**src/rtl/button_conditioner_if.sv**
```systemverilog
// Pushbutton conditioner bus: raw button inputs and processor-side controls
// in, conditioned pushbutton value and status flags out.
//   btn_raw       : asynchronous mechanical button inputs, bit i = button i
//   rd_strobe     : processor input-port read enable
//   mode          : 0 = level mode, 1 = sticky-press mode
//   pushbuttons   : registered conditioned value for the processor input port
//   press_pending : OR of all sticky latches
//   overflow      : per-bit sticky flag, a press was lost while still unread
// master drives the inputs (processor / bench side), slave is the conditioner.
interface button_conditioner_if;
    logic [3:0] btn_raw;
    logic       rd_strobe;
    logic       mode;
    logic [3:0] pushbuttons;
    logic       press_pending;
    logic [3:0] overflow;

    modport master (
        output btn_raw,
        output rd_strobe,
        output mode,
        input  pushbuttons,
        input  press_pending,
        input  overflow
    );

    modport slave (
        input  btn_raw,
        input  rd_strobe,
        input  mode,
        output pushbuttons,
        output press_pending,
        output overflow
    );
endinterface

```
**src/rtl/button_conditioner.sv**
```systemverilog
// Four-button conditioner: per-bit 2-flop synchronizer, per-bit debounce FSM
// with an 8-bit stable-sample counter, and either a level view or a sticky
// press latch (with lost-press overflow) presented to the processor.
//   clk0   : single clock, all state updates on its rising edge
//   reset0 : asynchronous active-low reset
//   bus    : button_conditioner_if.slave (btn_raw, rd_strobe, mode in;
//            pushbuttons, press_pending, overflow out)
// DEBOUNCE_CYC : stable samples needed to accept a level change (1..255).
module button_conditioner #(
    parameter int unsigned DEBOUNCE_CYC = 16
) (
    input logic                  clk0,
    input logic                  reset0,
    button_conditioner_if.slave  bus
);

    typedef enum logic [1:0] {
        StIdleLow  = 2'b00,
        StWaitHigh = 2'b01,
        StIdleHigh = 2'b10,
        StWaitLow  = 2'b11
    } state_e;

    localparam logic [7:0] CntMax = 8'(DEBOUNCE_CYC - 1);

    logic [3:0] sync1_q;
    logic [3:0] sync2_q;
    state_e     state_q [4];
    logic [7:0] cnt_q   [4];

    logic [3:0] deb;
    logic [3:0] press;

    logic       mode_q;
    logic       mode_chg;
    logic [3:0] latch_d, latch_q;
    logic [3:0] ovf_d, ovf_q;
    logic [3:0] pb_d, pb_q;

    // Synchronizers and debounce FSMs. A bounce during WAIT_x drops straight
    // back to the previous idle state, so partial counts never survive.
    always_ff @(posedge clk0 or negedge reset0) begin
        if (!reset0) begin
            sync1_q <= '0;
            sync2_q <= '0;
            for (int i = 0; i < 4; i++) begin
                state_q[i] <= StIdleLow;
                cnt_q[i]   <= '0;
            end
        end else begin
            sync1_q <= bus.btn_raw;
            sync2_q <= sync1_q;
            for (int i = 0; i < 4; i++) begin
                case (state_q[i])
                    StIdleLow: begin
                        if (sync2_q[i]) begin
                            state_q[i] <= StWaitHigh;
                            cnt_q[i]   <= '0;
                        end
                    end
                    StWaitHigh: begin
                        if (!sync2_q[i]) begin
                            state_q[i] <= StIdleLow;
                            cnt_q[i]   <= '0;
                        end else if (cnt_q[i] == CntMax) begin
                            state_q[i] <= StIdleHigh;
                            cnt_q[i]   <= '0;
                        end else begin
                            cnt_q[i] <= cnt_q[i] + 8'd1;
                        end
                    end
                    StIdleHigh: begin
                        if (!sync2_q[i]) begin
                            state_q[i] <= StWaitLow;
                            cnt_q[i]   <= '0;
                        end
                    end
                    StWaitLow: begin
                        if (sync2_q[i]) begin
                            state_q[i] <= StIdleHigh;
                            cnt_q[i]   <= '0;
                        end else if (cnt_q[i] == CntMax) begin
                            state_q[i] <= StIdleLow;
                            cnt_q[i]   <= '0;
                        end else begin
                            cnt_q[i] <= cnt_q[i] + 8'd1;
                        end
                    end
                    default: begin
                        state_q[i] <= StIdleLow;
                        cnt_q[i]   <= '0;
                    end
                endcase
            end
        end
    end

    // Debounced level and press pulse; the pulse fires on the same edge that
    // moves WAIT_HIGH into IDLE_HIGH, so the latch sets alongside it.
    always_comb begin
        deb   = '0;
        press = '0;
        for (int i = 0; i < 4; i++) begin
            deb[i]   = (state_q[i] == StIdleHigh) || (state_q[i] == StWaitLow);
            press[i] = (state_q[i] == StWaitHigh) && sync2_q[i] && (cnt_q[i] == CntMax);
        end
    end

    assign mode_chg = (bus.mode != mode_q);

    // Sticky path: set beats read-clear on the latch; a read always clears
    // overflow. A mode change wipes the processor-facing state for one edge.
    always_comb begin
        latch_d = '0;
        ovf_d   = '0;
        pb_d    = '0;
        if (!mode_chg) begin
            if (mode_q) begin
                latch_d = press | (latch_q & {4{~bus.rd_strobe}});
                ovf_d   = bus.rd_strobe ? 4'b0000 : (ovf_q | (press & latch_q));
                pb_d    = latch_d;
            end else begin
                pb_d = deb;
            end
        end
    end

    always_ff @(posedge clk0 or negedge reset0) begin
        if (!reset0) begin
            mode_q  <= 1'b0;
            latch_q <= '0;
            ovf_q   <= '0;
            pb_q    <= '0;
        end else begin
            mode_q  <= bus.mode;
            latch_q <= latch_d;
            ovf_q   <= ovf_d;
            pb_q    <= pb_d;
        end
    end

    assign bus.pushbuttons   = pb_q;
    assign bus.press_pending = |latch_q;
    assign bus.overflow      = ovf_q;

endmodule

```
**src/flat_wrapper.sv**
```systemverilog
// flat-port wrapper written by rule: the top's interface ports become plain ports
module button_conditioner_flat 
#(
    parameter int unsigned DEBOUNCE_CYC = 16
)
  (clk0, reset0, bus_btn_raw, bus_rd_strobe, bus_mode, bus_pushbuttons, bus_press_pending, bus_overflow);
  button_conditioner_if bus_i ();
  input logic clk0;
  input logic reset0;
  input wire logic [$bits(bus_i.btn_raw)-1:0] bus_btn_raw;
  input wire logic [$bits(bus_i.rd_strobe)-1:0] bus_rd_strobe;
  input wire logic [$bits(bus_i.mode)-1:0] bus_mode;
  output wire logic [$bits(bus_i.pushbuttons)-1:0] bus_pushbuttons;
  output wire logic [$bits(bus_i.press_pending)-1:0] bus_press_pending;
  output wire logic [$bits(bus_i.overflow)-1:0] bus_overflow;
  assign bus_i.btn_raw = bus_btn_raw;
  assign bus_i.rd_strobe = bus_rd_strobe;
  assign bus_i.mode = bus_mode;
  assign bus_pushbuttons = bus_i.pushbuttons;
  assign bus_press_pending = bus_i.press_pending;
  assign bus_overflow = bus_i.overflow;
  button_conditioner #(.DEBOUNCE_CYC(DEBOUNCE_CYC)) u_core (.clk0(clk0), .reset0(reset0), .bus(bus_i));
endmodule
```
**config.mk**
```make
export PLATFORM = sky130hd
export DESIGN_NAME = button_conditioner_flat
export DESIGN_NICKNAME = d
export VERILOG_FILES = /design/src/rtl/button_conditioner_if.sv /design/src/rtl/button_conditioner.sv /design/src/flat_wrapper.sv
export SDC_FILE = /design/constraint.sdc
export NUM_CORES = 1
export LEC_CHECK = 0
export BUFFER_PORTS_ARGS = -buffer_cell sky130_fd_sc_hd__buf_2
export CAP_MARGIN = 25
export CORE_ASPECT_RATIO = 1.2
export CORE_MARGIN = 2
export CORE_UTILIZATION = 25
export CTS_BUF_LIST = sky130_fd_sc_hd__clkbuf_8
export DETAILED_ROUTE_END_ITERATION = 16
export GPL_TIMING_DRIVEN = 0
export PLACE_DENSITY_LB_ADDON = 0.3
export SETUP_SLACK_MARGIN = 0.15
export SYNTH_ARGS = -nofsm -noshare
export SYNTH_HDL_FRONTEND = slang
export SYNTH_SLANG_ARGS = --single-unit
```
**constraint.sdc**
```tcl
create_clock -name clk0 -period 4.85 [get_ports clk0]
set_input_delay 0.485 -clock clk0 [delete_from_list [all_inputs] [get_ports clk0]]
set_output_delay 0.485 -clock clk0 [all_outputs]
set_load 0.01 [all_outputs]
```
# After elaboration in Yosys (flattened, before gate mapping)
# Cells that the tools add are included.
[word_totals] register_bits=61 elab_cells=140 output_inout_bits=9
[op_classes] muxes=59 reduce_logical=25 n_eq_ne=33 n_addsub=4 bitwise_logic=5
[ops] op="8-bit 2-to-1 mux" count=20
[ops] op="8-bit one-hot mux with 4 select lines" count=4
[ops] op="2-bit 2-to-1 mux" count=24
[ops] op="8-bit by 1-bit adder with 8-bit output, second input constant" count=4
[ops] op="8-bit by 4-bit equality test with 1-bit output, second input constant" count=4
[ops] op="2-bit one-hot mux with 4 select lines" count=4
[ops] op="4-bit 2-to-1 mux" count=7
[ops] op="2-bit equality test, second input constant" count=8
[ops] op="4-bit AND reduction" count=4
[ops] op="3-bit inequality test, second input constant" count=4
[ops] op="4-bit bitwise AND" count=2
[ops] op="2-bit by 1-bit equality test with 1-bit output, second input constant" count=4
[ops] op="1-bit logical AND" count=8
[ops] op="2-bit zero test" count=4
[ops] op="2-bit by 1-bit inequality test with 1-bit output, second input constant" count=4
[ops] op="2-bit inequality test, second input constant" count=4
[ops] op="4-bit bitwise OR" count=2
[ops] op="2-bit AND reduction" count=4
[ops] op="3-bit by 1-bit inequality test with 1-bit output, second input constant" count=2
[ops] op="3-bit by 2-bit inequality test with 1-bit output, second input constant" count=2
[ops] op="1-bit logical OR" count=4
[ops] op="4-bit OR reduction" count=1
[ops] op="1-bit inequality test" count=1
[ops] op="1-bit inverter" count=1

# Depth between registers and ports, before layout
# Gate-level depths: netlist of the first run.
[logic_depth] word_depth=8 depth_mapped=6

# Least setup slack after synthesis of the first run
# OpenSTA, ideal clock, no wires.
[synth_path] kind="flip-flop to flip-flop" start="register u_core.cnt_q[28] in the netlist's numbering" end="register (tool-made name)" stages_incl_launch_ff=5 t_arrival_ns=1.534 setup_time_ns=0.125 path_slack_ns=3.191 required_ns=4.725 n_path_buf=0 period_less_slack_ns=1.659 cell_sequence="dfrtp_1 or4_4 o211ai_2 nand2_1 mux2_4"
[synth_lines] element="from (decl)" line_no="button_conditioner.sv:29" source="logic [7:0] cnt_q [4];"
[synth_lines] element="from (signal, indexed assignment)" line_no="button_conditioner.sv:69" source="cnt_q[i] <= cnt_q[i] + 8'd1;"
[synth_lines] element="from (signal, indexed assignment)" line_no="button_conditioner.sv:86" source="cnt_q[i] <= cnt_q[i] + 8'd1;"

# Final worst setup path of the first run
[layout_path] start="register u_core.latch_q[2]" end="output bus_press_pending"
[layout_via] elab_chain_len=1
[layout_rtl] element="from (decl)" line_no="button_conditioner.sv:36" source="logic [3:0] latch_d, latch_q;"
[layout_rtl] element="from (signal assigned)" line_no="button_conditioner.sv:136" source="latch_q <= latch_d;"
[layout_rtl] element="4-bit OR reduction" line_no="button_conditioner.sv:143" source="assign bus.press_pending = |latch_q;"
[layout_rtl] element="to (decl)" line_no="flat_wrapper.sv:14" source="output wire logic [$bits(bus_i.press_pending)-1:0] bus_press_pending;"
# Every way passes these cells.

==> results.cfg, run 1 <==
[global_routing]
initial_antenna_violation_count = 0
remaining_global_route_overflow = 0
global_routing_met2_resource_utilization_pct = 14.8
grt_use_total_pct = 9.93
grt_util_met3_pct = 3.53
gr-max-usage-layer = met2
global_routing_met1_resource_utilization_pct = 12.9
grt_start_max_net_pins = 33
grt_pass1_vias = 2082
grt_pass1_wl_mm = 9.48

[sta]
timing.final.crit_period_ns = 1.92
fin_tns_setup_ns = 0
timing_hold_violations_final = 0
timing.final.crit_share_pct = 39.6
slew_violations = 0
fmax_mhz = 520
fin_worst_skew_ns = 0.00903
setup_viol_count_final = 0
rsz0062_at_grt = no
worst_slew_pin_slew_ns = 0.730
slew_headroom_pct = 51.3

[cells_and_area]
syn_to_final_growth_pct = 15.6
final_cell_mix = sky130_fd_sc_hd__dfrtp_1, sky130_fd_sc_hd__nand2_1, sky130_fd_sc_hd__nand3_1, sky130_fd_sc_hd__o21ai_0, sky130_fd_sc_hd__buf_2
finalNetCount = 312
layout_commonest_cell = sky130_fd_sc_hd__dfrtp_1
antenna-diode-count = 0
postLayoutCellArea_sq_um = 3280
fillers = 1177
drive_gt1_share_pct = 15.8

[logic_synthesis]
post_synth_edffs = 0
yosysTopAreaCell = sky130_fd_sc_hd__dfrtp_1
synth.avg_cell_area_sq_um = 10.4
synth_cell_types = 49
syn_inst = 272
ys_ff_latch = 61
synthesis.yosys.warnings = 0
synth_nets = 284
syn_area_sq_um = 2840
post_synth_main_area_contributors = sky130_fd_sc_hd__dfrtp_1, sky130_fd_sc_hd__nand2_1, sky130_fd_sc_hd__nand3_1
seq_area_frac_synth_pct = 53.7
yosys_most_used_dff = sky130_fd_sc_hd__dfrtp_1
synth_largest_type_area_fraction_pct = 53.7
ys_async_sr_fraction_pct = 100

[clock_network]
post-cts-setup-buffer-count = 0
clkLatencyLatePin_ns = 0.34
cts_max_path_buffers = 2
clock_tree_from_tritoncts = built
ctsRootBufferMaster = sky130_fd_sc_hd__clkbuf_8
clock_sink_count = 61
cts_buffers = 9
cts.reportedPaths.clkPinSlew_ns = 0.06
ctsResizeCount = 0
h_tree_lvl_count = 3
ctsHoldBuffers = 0

[worst_setup_path]
crit_buf_inv = 1
critical-path-top-delay-family = simple AND/OR/NAND/NOR gates
cp_max_fo = 3
crit_chain = or4_1 > buf_2
crit_path_end_kind = output pin
required_arrival_time_at_the_worst_endpoint_ns = 4.37
crit_path_start_kind = register
critical_path.slowest_cell = sky130_fd_sc_hd__or4_1
crit_arrival_ns = 1.44
worstSetupPathType = reg -> out
critical-path-max-stage-delay_ns = 0.55

[pwr]
clockPowerShare_pct = 30.0
vdd.ir_drop.worst_mv = 0.158
total_switching_power_w = 0.000445
power_leakage_nw = 1.53
power.share.combinational_pct = 22.9
cellInternalPower_w = 0.000918
powerDensity_nw_per_um2 = 415
switching_share_pct = 32.6
sequentialPowerShare_pct = 47.0

[place]
dp_hpwl_mm = 3.81
placedInstanceArea_sq_um = 3110
io_buffers = 16
finalWeightedCongestion = 0.826

[route]
drtAntennaViolNets = 0
via_cell_ratio = 4.78
routed_wl_mm = 5.41
drc = 0
drtPass1Iterations = 4
avgRoutedWirePerCell_um = 12.4
drt_iter0_drc = 51
number_of_vias_after_detailed_routing = 2082

[floorplan]
die_height_um = 121
core-area_sq_um = 11000
die_boundary_width_um = 101
floorplan.die_area_sq_um = 12200
number_of_i_o_pins = 17
initial_core_util_pct = 25.7
core.rowCount = 42

[outcome]
status = complete, no violations

[run]
max_cap_viol_count = 0

[worst_hold_path]
worst_hold_path_type = in -> async
==> layer usage <==
layer	up-vias	share of wire, %	wire length [um]
met2	24	45	2420
met3	8	4.1	221
met5	-	0	0
met1	1012	50	2690
li1	1038	-	-
met4	0	1.4	76
==> worst register-to-register path, stage by stage, from the launching register on <==
cell	delay, ns
sky130_fd_sc_hd__dfrtp_1	0.44
sky130_fd_sc_hd__nor4_1	0.58
sky130_fd_sc_hd__a211oi_2	0.22
sky130_fd_sc_hd__nor2_1	0.19
sky130_fd_sc_hd__mux2_2	0.35
==> registers in the layout (all words and copies together) (netlist names), named ones only <==
name,flops
u_core.sync1_q,4
u_core.sync2_q,4
u_core.state_q,4
u_core.bus.pushbuttons,4
u_core.cnt_q,32
u_core.latch_q,4
u_core.bus.overflow,4
u_core.mode_q,1
==> power groups by stage <==
stage               Combinational (W)  Sequential (W)  Clock (W)
finish                       0.000313        0.000641   0.000409
global route                 0.000359        0.000650   0.000453
CTS                          0.000320        0.000640   0.000425
global placement             0.000313        0.000647          0
floorplan                    0.000244        0.000635          0
detailed placement           0.000320        0.000649          0
==> kinds of logic (layout without fill, tap and decap cells) <==
family,count (synthesis),count (layout),synth area share (%)
AOI/OAI and AO/OA,64,64,15.2
xor gates and xnor gates,12,12,3.96
adders and majority gates,4,4,1.76
buffers and inverters,8,40,1.32
DFF,61,61,53.7
muxes,4,4,1.72
and+or+nand+nor,119,119,22.3
==> area by class of cell <==
type | instances | area, sq um | area share (%)
well taps | 132 | 165 | 5.03
clock inverters | 3 | 12.5 | 0.381
flip-flops and latches | 61 | 1530 | 46.5
repair buffers | 17 | 100 | 3.05
inverters | 4 | 15.0 | 0.457
plain buffers | 4 | 22.5 | 0.686
clock buffers | 12 | 165 | 5.03
multi-input cells | 203 | 1280 | 38.9
==> final timing paths <==
kind | from | to | slack (ns) | depth (start not counted)
setup / recovery | u_core.latch_q[2]$_DFF_PN0_ | bus_press_pending | 2.93 | 2
hold / removal | reset0 | u_core.cnt_q[27]$_DFFE_PN0P_ | 0.20 | 1
setup reg to reg | u_core.cnt_q[4]$_DFFE_PN0P_ | register | 2.96 | 4
hold reg to reg | u_core.sync1_q[0]$_DFF_PN0_ | u_core.sync2_q[0]$_DFF_PN0_ | 0.35 | 0
max in group asynchronous | reset0 | u_core.mode_q$_DFF_PN0_ | 4.03 | 2
min in group clk0 | bus_btn_raw[1] | u_core.sync1_q[1]$_DFF_PN0_ | 0.25 | 1
==> metrics by stage <==
stage               utilization, %  setup slack (ns)  hold slack [ns]  cells  total power, W
floorplan                        -              3.19            0.189    272        0.000879
global placement              28.0              2.95            0.333    420        0.000960
detailed placement            28.2              2.93            0.336    421        0.000969
CTS                           29.8              2.89            0.226    436         0.00139
global route                  29.8              2.79            0.228    436         0.00146
finish                        29.8              2.93            0.198    436         0.00136
==> synthesized netlist by cell type (2+ instances only) <==
cell	count
sky130_fd_sc_hd__a21o_1	10
sky130_fd_sc_hd__a21oi_1	11
sky130_fd_sc_hd__a31oi_1	5
sky130_fd_sc_hd__a41oi_1	2
sky130_fd_sc_hd__and3_1	6
sky130_fd_sc_hd__and4_1	2
sky130_fd_sc_hd__clkbuf_1	3
sky130_fd_sc_hd__dfrtp_1	61
sky130_fd_sc_hd__ha_1	4
sky130_fd_sc_hd__inv_1	4
sky130_fd_sc_hd__mux2_2	3
sky130_fd_sc_hd__nand2_1	29
sky130_fd_sc_hd__nand2b_1	9
sky130_fd_sc_hd__nand3_1	19
sky130_fd_sc_hd__nand4_1	5
sky130_fd_sc_hd__nand4b_1	3
sky130_fd_sc_hd__nor2_1	15
sky130_fd_sc_hd__nor2b_1	3
sky130_fd_sc_hd__nor3_1	5
sky130_fd_sc_hd__nor3b_1	2
sky130_fd_sc_hd__nor4_1	3
sky130_fd_sc_hd__o211ai_1	4
sky130_fd_sc_hd__o211ai_2	2
sky130_fd_sc_hd__o21ai_0	18
sky130_fd_sc_hd__o21ai_2	2
sky130_fd_sc_hd__or2_2	4
sky130_fd_sc_hd__or3_1	7
sky130_fd_sc_hd__xnor2_1	2
sky130_fd_sc_hd__xor2_1	9
Note: power is estimated with default switching activity, not from simulation.
==> run 2, diff against run 1 <==
clock period = 1.9 ns   (was 4.85 ns; I/O delays follow)
==> results.cfg, run 2 (synthesized netlist as in run 1, its figures left out) <==
[outcome]
status = complete, no violations

[route]
drtPass1Iterations = 4
avgRoutedWirePerCell_um = 12.4
drt-met1-wl_mm = 2.82
routed_wl_mm = 5.57
drc = 0
number_of_vias_after_detailed_routing = 2135
via_cell_ratio = 4.77
drt_iter0_drc = 60
met3_length_um = 193
drtAntennaViolNets = 0
uppermost_routed_layer = met4
routed-wl-met2_mm = 2.47

[global_routing]
remaining_global_route_overflow = 0
grt_start_max_net_pins = 33
grt_use_total_pct = 10.2
grt_pass1_wl_mm = 9.74
grt_pass1_vias = 2117
initial_antenna_violation_count = 0

[place]
dp_hpwl_mm = 3.81
finalWeightedCongestion = 0.826
io_buffers = 16
place_inst = 421
post-place-ws_ns = -0.0217

[worst_setup_path]
critical-path-top-delay-family = simple AND/OR/NAND/NOR gates
crit_chain = or4_4 > o211ai_4 > buf_6 > nor2_1 > o22a_1
crit_buf_inv = 1
required_arrival_time_at_the_worst_endpoint_ns = 2.12
crit_arrival_ns = 1.91
cp_max_fo = 8
critical-path-max-stage-delay_ns = 0.56
crit_path_end_kind = register
critical_path.slowest_cell = sky130_fd_sc_hd__or4_4
worstSetupPathType = reg -> reg
crit_path_start_kind = register
timing.critical_path.from = u_core.cnt_q[28]$_DFFE_PN0P_
r2r_start = u_core.cnt_q[28]$_DFFE_PN0P_

[cells_and_area]
fillers = 1167
syn_to_final_growth_pct = 20.8
layout_commonest_cell = sky130_fd_sc_hd__dfrtp_1
drive_gt1_share_pct = 18.4
final_cell_mix = sky130_fd_sc_hd__dfrtp_1, sky130_fd_sc_hd__nand2_1, sky130_fd_sc_hd__nand3_1, sky130_fd_sc_hd__o21ai_0, sky130_fd_sc_hd__buf_2
finalNetCount = 324
registers.top_by_ff_count = u_core.cnt_q
seq_area_sq_um = 1530
area_occupied_by_multi_input_gates_sq_um = 1320
number_of_flip_flops_under_the_largest_register_name = 32
final_cell_count_no_fill = 448
antenna-diode-count = 0

[pwr]
clockPowerShare_pct = 28.8
powerDensity_nw_per_um2 = 1040
power.share.combinational_pct = 25.3
total_switching_power_w = 0.00117
cellInternalPower_w = 0.00241
post-layout-total-power_w = 0.00358
power_leakage_nw = 1.59
vdd.ir_drop.worst_mv = 0.406
switching_share_pct = 32.6
sequentialPowerShare_pct = 45.9

[sta]
worst_slew_pin_slew_ns = 0.742
timing.final.crit_period_ns = 1.69
rsz0062_at_grt = no
slew_violations = 0
finalWorstSetupSlack_ns = 0.209
timing.final.crit_share_pct = 89.0
final.hold.worst_slack_ns = 0.208
timing_hold_violations_final = 0
slew_headroom_pct = 50.6
setup_viol_count_final = 0
fin_worst_skew_ns = 0.00696
fmax_mhz = 591

[floorplan]
die_height_um = 121
die_boundary_width_um = 101
core-area_sq_um = 11000
core.rowCount = 42
initial_core_util_pct = 25.7
number_of_i_o_pins = 17
floorplan.die_area_sq_um = 12200

[worst_hold_path]
hp-start = bus_rd_strobe
worst_hold_path_type = in -> reg

[clock_network]
h_tree_lvl_count = 3
clkLatencyLatePin_ns = 0.33
cts_buffers = 9
ctsRootBufferMaster = sky130_fd_sc_hd__clkbuf_8
cts.reportedPaths.clkPinSlew_ns = 0.06
clock_sink_count = 61
cts_max_path_buffers = 2
clock_tree_from_tritoncts = built

[run]
max_cap_viol_count = 0
run 2: path summary, 6_finish.rpt:
check,to,depth (start not counted),slack [ns]
hold / removal,u_core.latch_q[1]$_DFF_PN0_,3,0.21
setup reg to reg,u_core.cnt_q[29]$_DFFE_PN0P_,5,0.21
max in group asynchronous,u_core.mode_q$_DFF_PN0_,3,0.83
hold reg to reg,u_core.sync2_q[0]$_DFF_PN0_,0,0.35
min in group asynchronous,u_core.cnt_q[27]$_DFFE_PN0P_,2,0.44
setup / recovery,u_core.cnt_q[29]$_DFFE_PN0P_,5,0.21
run 2: worst register-to-register path, cell delays in order (launching register included):
cell	delay (ns)
sky130_fd_sc_hd__dfrtp_1	0.38
sky130_fd_sc_hd__or4_4	0.56
sky130_fd_sc_hd__o211ai_4	0.23
sky130_fd_sc_hd__buf_6	0.17
sky130_fd_sc_hd__nor2_1	0.05
sky130_fd_sc_hd__o22a_1	0.19
run 2: final cells by class:
| cell class | instances | share of cell area (%) |
|---|---|---|
| inverter | 4 | 0.437 |
| clock buffer | 12 | 4.81 |
| buffer | 4 | 0.656 |
| multi-input combinational | 203 | 38.5 |
| tap | 132 | 4.81 |
| timing repair buffer | 29 | 5.98 |
| sequential | 61 | 44.5 |
| clock inverter | 3 | 0.365 |
run 2: power by group through the flow:
stage | logic (W) | registers, W | clock network, W
global placement | 0.000800 | 0.00165 | 0
detailed placement | 0.000818 | 0.00166 | 0
CTS | 0.000872 | 0.00164 | 0.00109
floorplan | 0.000623 | 0.00162 | 0
finish | 0.000905 | 0.00164 | 0.00103
global route | 0.00103 | 0.00167 | 0.00116
run 2: metal layers:
layer  vias up  GRT usage (%)
li1       1065              -
met4         0           4.39
met2        22           14.9
met3         7           3.47
met1      1041           13.5
met5         -              0
run 2: through the flow:
| stage | cell area [sq um] | utilization [%] | setup TNS, ns |
|---|---|---|---|
| 6_report | 3430 | 31.1 | 0 |
| 5_1_grt | 3430 | 31.1 | 0 |
| 4_1_cts | 3400 | 30.8 | 0 |
| 3_5_place_dp | 3110 | 28.2 | -0.0217 |
| 3_3_place_gp | 3090 | 28.0 | -0.00493 |
| 2_1_floorplan | 2840 | - | 0 |
run 2: timing repair:
| item | in CTS | in global routing |
|---|---|---|
| setup endpoints to repair | 7 | 10 |
| setup buffers | 4 | 2 |
| hold buffers | 6 | 0 |
| endpoints found under the hold margin | 36 | 0 |
| gates cloned | 0 | 0 |
| resized for setup | 3 | 5 |
| pin swaps | 1 | 3 |
==> run 3, diff against run 2 <==
PLACE_DENSITY_LB_ADDON = default   (was 0.3)
==> results.cfg, run 3 (synthesized netlist as in run 1, its figures left out) <==
[outcome]
status = complete, no violations

[floorplan]
number_of_i_o_pins = 17
core.rowCount = 42
floorplan.die_area_sq_um = 12200
die_boundary_width_um = 101
initial_core_util_pct = 25.7
core-area_sq_um = 11000
die_height_um = 121

[sta]
fmax_mhz = 580
fin_worst_skew_ns = 0.00611
timing.final.crit_period_ns = 1.72
timing_hold_violations_final = 0
fin_tns_setup_ns = 0
worst_slew_pin_slew_ns = 0.704
rsz0062_at_grt = yes
final.hold.worst_slack_ns = 0.199
finalWorstSetupSlack_ns = 0.176
slew_violations = 0
slew_headroom_pct = 53.1
timing.final.crit_share_pct = 90.7
setup_viol_count_final = 0

[worst_hold_path]
worst_hold_path_type = in -> reg

[worst_setup_path]
crit_path_start_kind = register
critical-path-max-stage-delay_ns = 0.57
crit_chain = or4_4 > o211ai_4 > buf_6 > nor2_2 > o22a_1
required_arrival_time_at_the_worst_endpoint_ns = 2.13
critical_path.slowest_cell = sky130_fd_sc_hd__or4_4
cp_max_fo = 8
crit_path_end_kind = register
worstSetupPathType = reg -> reg
crit_arrival_ns = 1.95

[place]
io_buffers = 16
post-place-ws_ns = 0.0325
finalWeightedCongestion = 0.799
place_inst = 421
placedInstanceArea_sq_um = 3110
dp_hpwl_mm = 3.82

[cells_and_area]
fillers = 1139
number_of_flip_flops_under_the_largest_register_name = 32
final_cell_count_no_fill = 450
finalNetCount = 324
postLayoutCellArea_sq_um = 3460
area_occupied_by_multi_input_gates_sq_um = 1330
syn_to_final_growth_pct = 21.8
layout_commonest_cell = sky130_fd_sc_hd__dfrtp_1
registers.top_by_ff_count = u_core.cnt_q
seq_area_sq_um = 1530
final_cell_mix = sky130_fd_sc_hd__dfrtp_1, sky130_fd_sc_hd__nand2_1, sky130_fd_sc_hd__nand3_1, sky130_fd_sc_hd__o21ai_0, sky130_fd_sc_hd__buf_2
drive_gt1_share_pct = 18.9

[clock_network]
ctsRootBufferMaster = sky130_fd_sc_hd__clkbuf_8
clkLatencyLatePin_ns = 0.34
cts_max_path_buffers = 2
clock_tree_from_tritoncts = built
clock_sink_count = 61
h_tree_lvl_count = 3
cts.reportedPaths.clkPinSlew_ns = 0.07
cts_buffers = 9

[global_routing]
grt_pass1_wl_mm = 9.55
remaining_global_route_overflow = 0
grt_pass1_vias = 2071
grt_use_total_pct = 9.99
initial_antenna_violation_count = 0
grt_start_max_net_pins = 32

[route]
drt_iter0_drc = 74
drc = 0
drtAntennaViolNets = 0
drtPass1Iterations = 4
via_cell_ratio = 4.77
routed_wl_mm = 5.56
avgRoutedWirePerCell_um = 12.4
number_of_vias_after_detailed_routing = 2145

[pwr]
power.share.combinational_pct = 25.0
cellInternalPower_w = 0.00246
power_leakage_nw = 1.60
clockPowerShare_pct = 29.8
powerDensity_nw_per_um2 = 1050
total_switching_power_w = 0.00118
vdd.ir_drop.worst_mv = 0.434
sequentialPowerShare_pct = 45.1
switching_share_pct = 32.5

[run]
max_cap_viol_count = 0
run 3: cell count changes in the layout (fill, tap and decap cells not counted), sizes merged:
cell and delta:
clkbuf +1, clkinv -1, diode +1, inv +1
run 3: power groups by stage:
| stage | Clock, W | Combinational, W | Sequential (W) |
|---|---|---|---|
| final | 0.00109 | 0.000911 | 0.00164 |
| after global routing | 0.00118 | 0.00103 | 0.00168 |
| after CTS | 0.00112 | 0.000843 | 0.00164 |
| after detailed placement | 0 | 0.000813 | 0.00165 |
| after global placement | 0 | 0.000789 | 0.00165 |
| after floorplan | 0 | 0.000623 | 0.00162 |
run 3: worst paths after layout:
check / end / slack, ns / cells past startpoint / from
setup / recovery: u_core.cnt_q[29]$_DFFE_PN0P_ / 0.18 / 5 / u_core.cnt_q[28]$_DFFE_PN0P_
max in group asynchronous: asynchronous set/reset pin / 0.84 / 3 / reset0
hold / removal: u_core.latch_q[2]$_DFF_PN0_ / 0.20 / 3 / bus_rd_strobe
setup reg to reg: u_core.cnt_q[29]$_DFFE_PN0P_ / 0.18 / 5 / u_core.cnt_q[28]$_DFFE_PN0P_
hold reg to reg: u_core.sync2_q[0]$_DFF_PN0_ / 0.35 / 0 / u_core.sync1_q[0]$_DFF_PN0_
min in group asynchronous: u_core.cnt_q[12]$_DFFE_PN0P_ / 0.44 / 2 / reset0
run 3: cell type report:
type,count,share of cell area [%]
Timing Repair Buffer,29,5.93
Sequential cell,61,44.1
Multi-Input combinational cell,203,38.5
Clock inverter,3,0.325
Inverter,4,0.434
Antenna cell,1,0.0723
Buffer,4,0.651
Tap cell,132,4.77
Clock buffer,13,5.17
run 3: critical path: cells and delay by family (launching register included):
kind / cells / cell delay (ns)
flip-flops: 1 / 0.39
AO/OA/AOI/OAI: 2 / 0.43
buffers and inverters: 1 / 0.17
AND/OR/NAND/NOR: 2 / 0.61
run 3: per-layer routing:
| metal | GRT usage [%] | vias up | wire (um) |
|---|---|---|---|
| met5 | 0 | - | 0 |
| met4 | 4.73 | 0 | 115 |
| met3 | 3.53 | 11 | 208 |
| met2 | 14.9 | 25 | 2530 |
| met1 | 12.8 | 1037 | 2710 |
| li1 | - | 1072 | - |
run 3: timing repair:
action                                  4_1_cts  5_1_grt
pin swaps                                     0        9
endpoints found under the hold margin        35        0
gates resized for setup                       3        6
hold buffers                                  6        0
setup buffers                                 1        5
endpoints found under the setup margin        7       10
run 3: through the flow:
step                      utilization (%)  power [W]
final                                31.3    0.00364
after global placement               28.0    0.00244
after detailed placement             28.2    0.00247
after floorplan                         -    0.00224
after CTS                            30.7    0.00360
after global routing                 31.3    0.00389
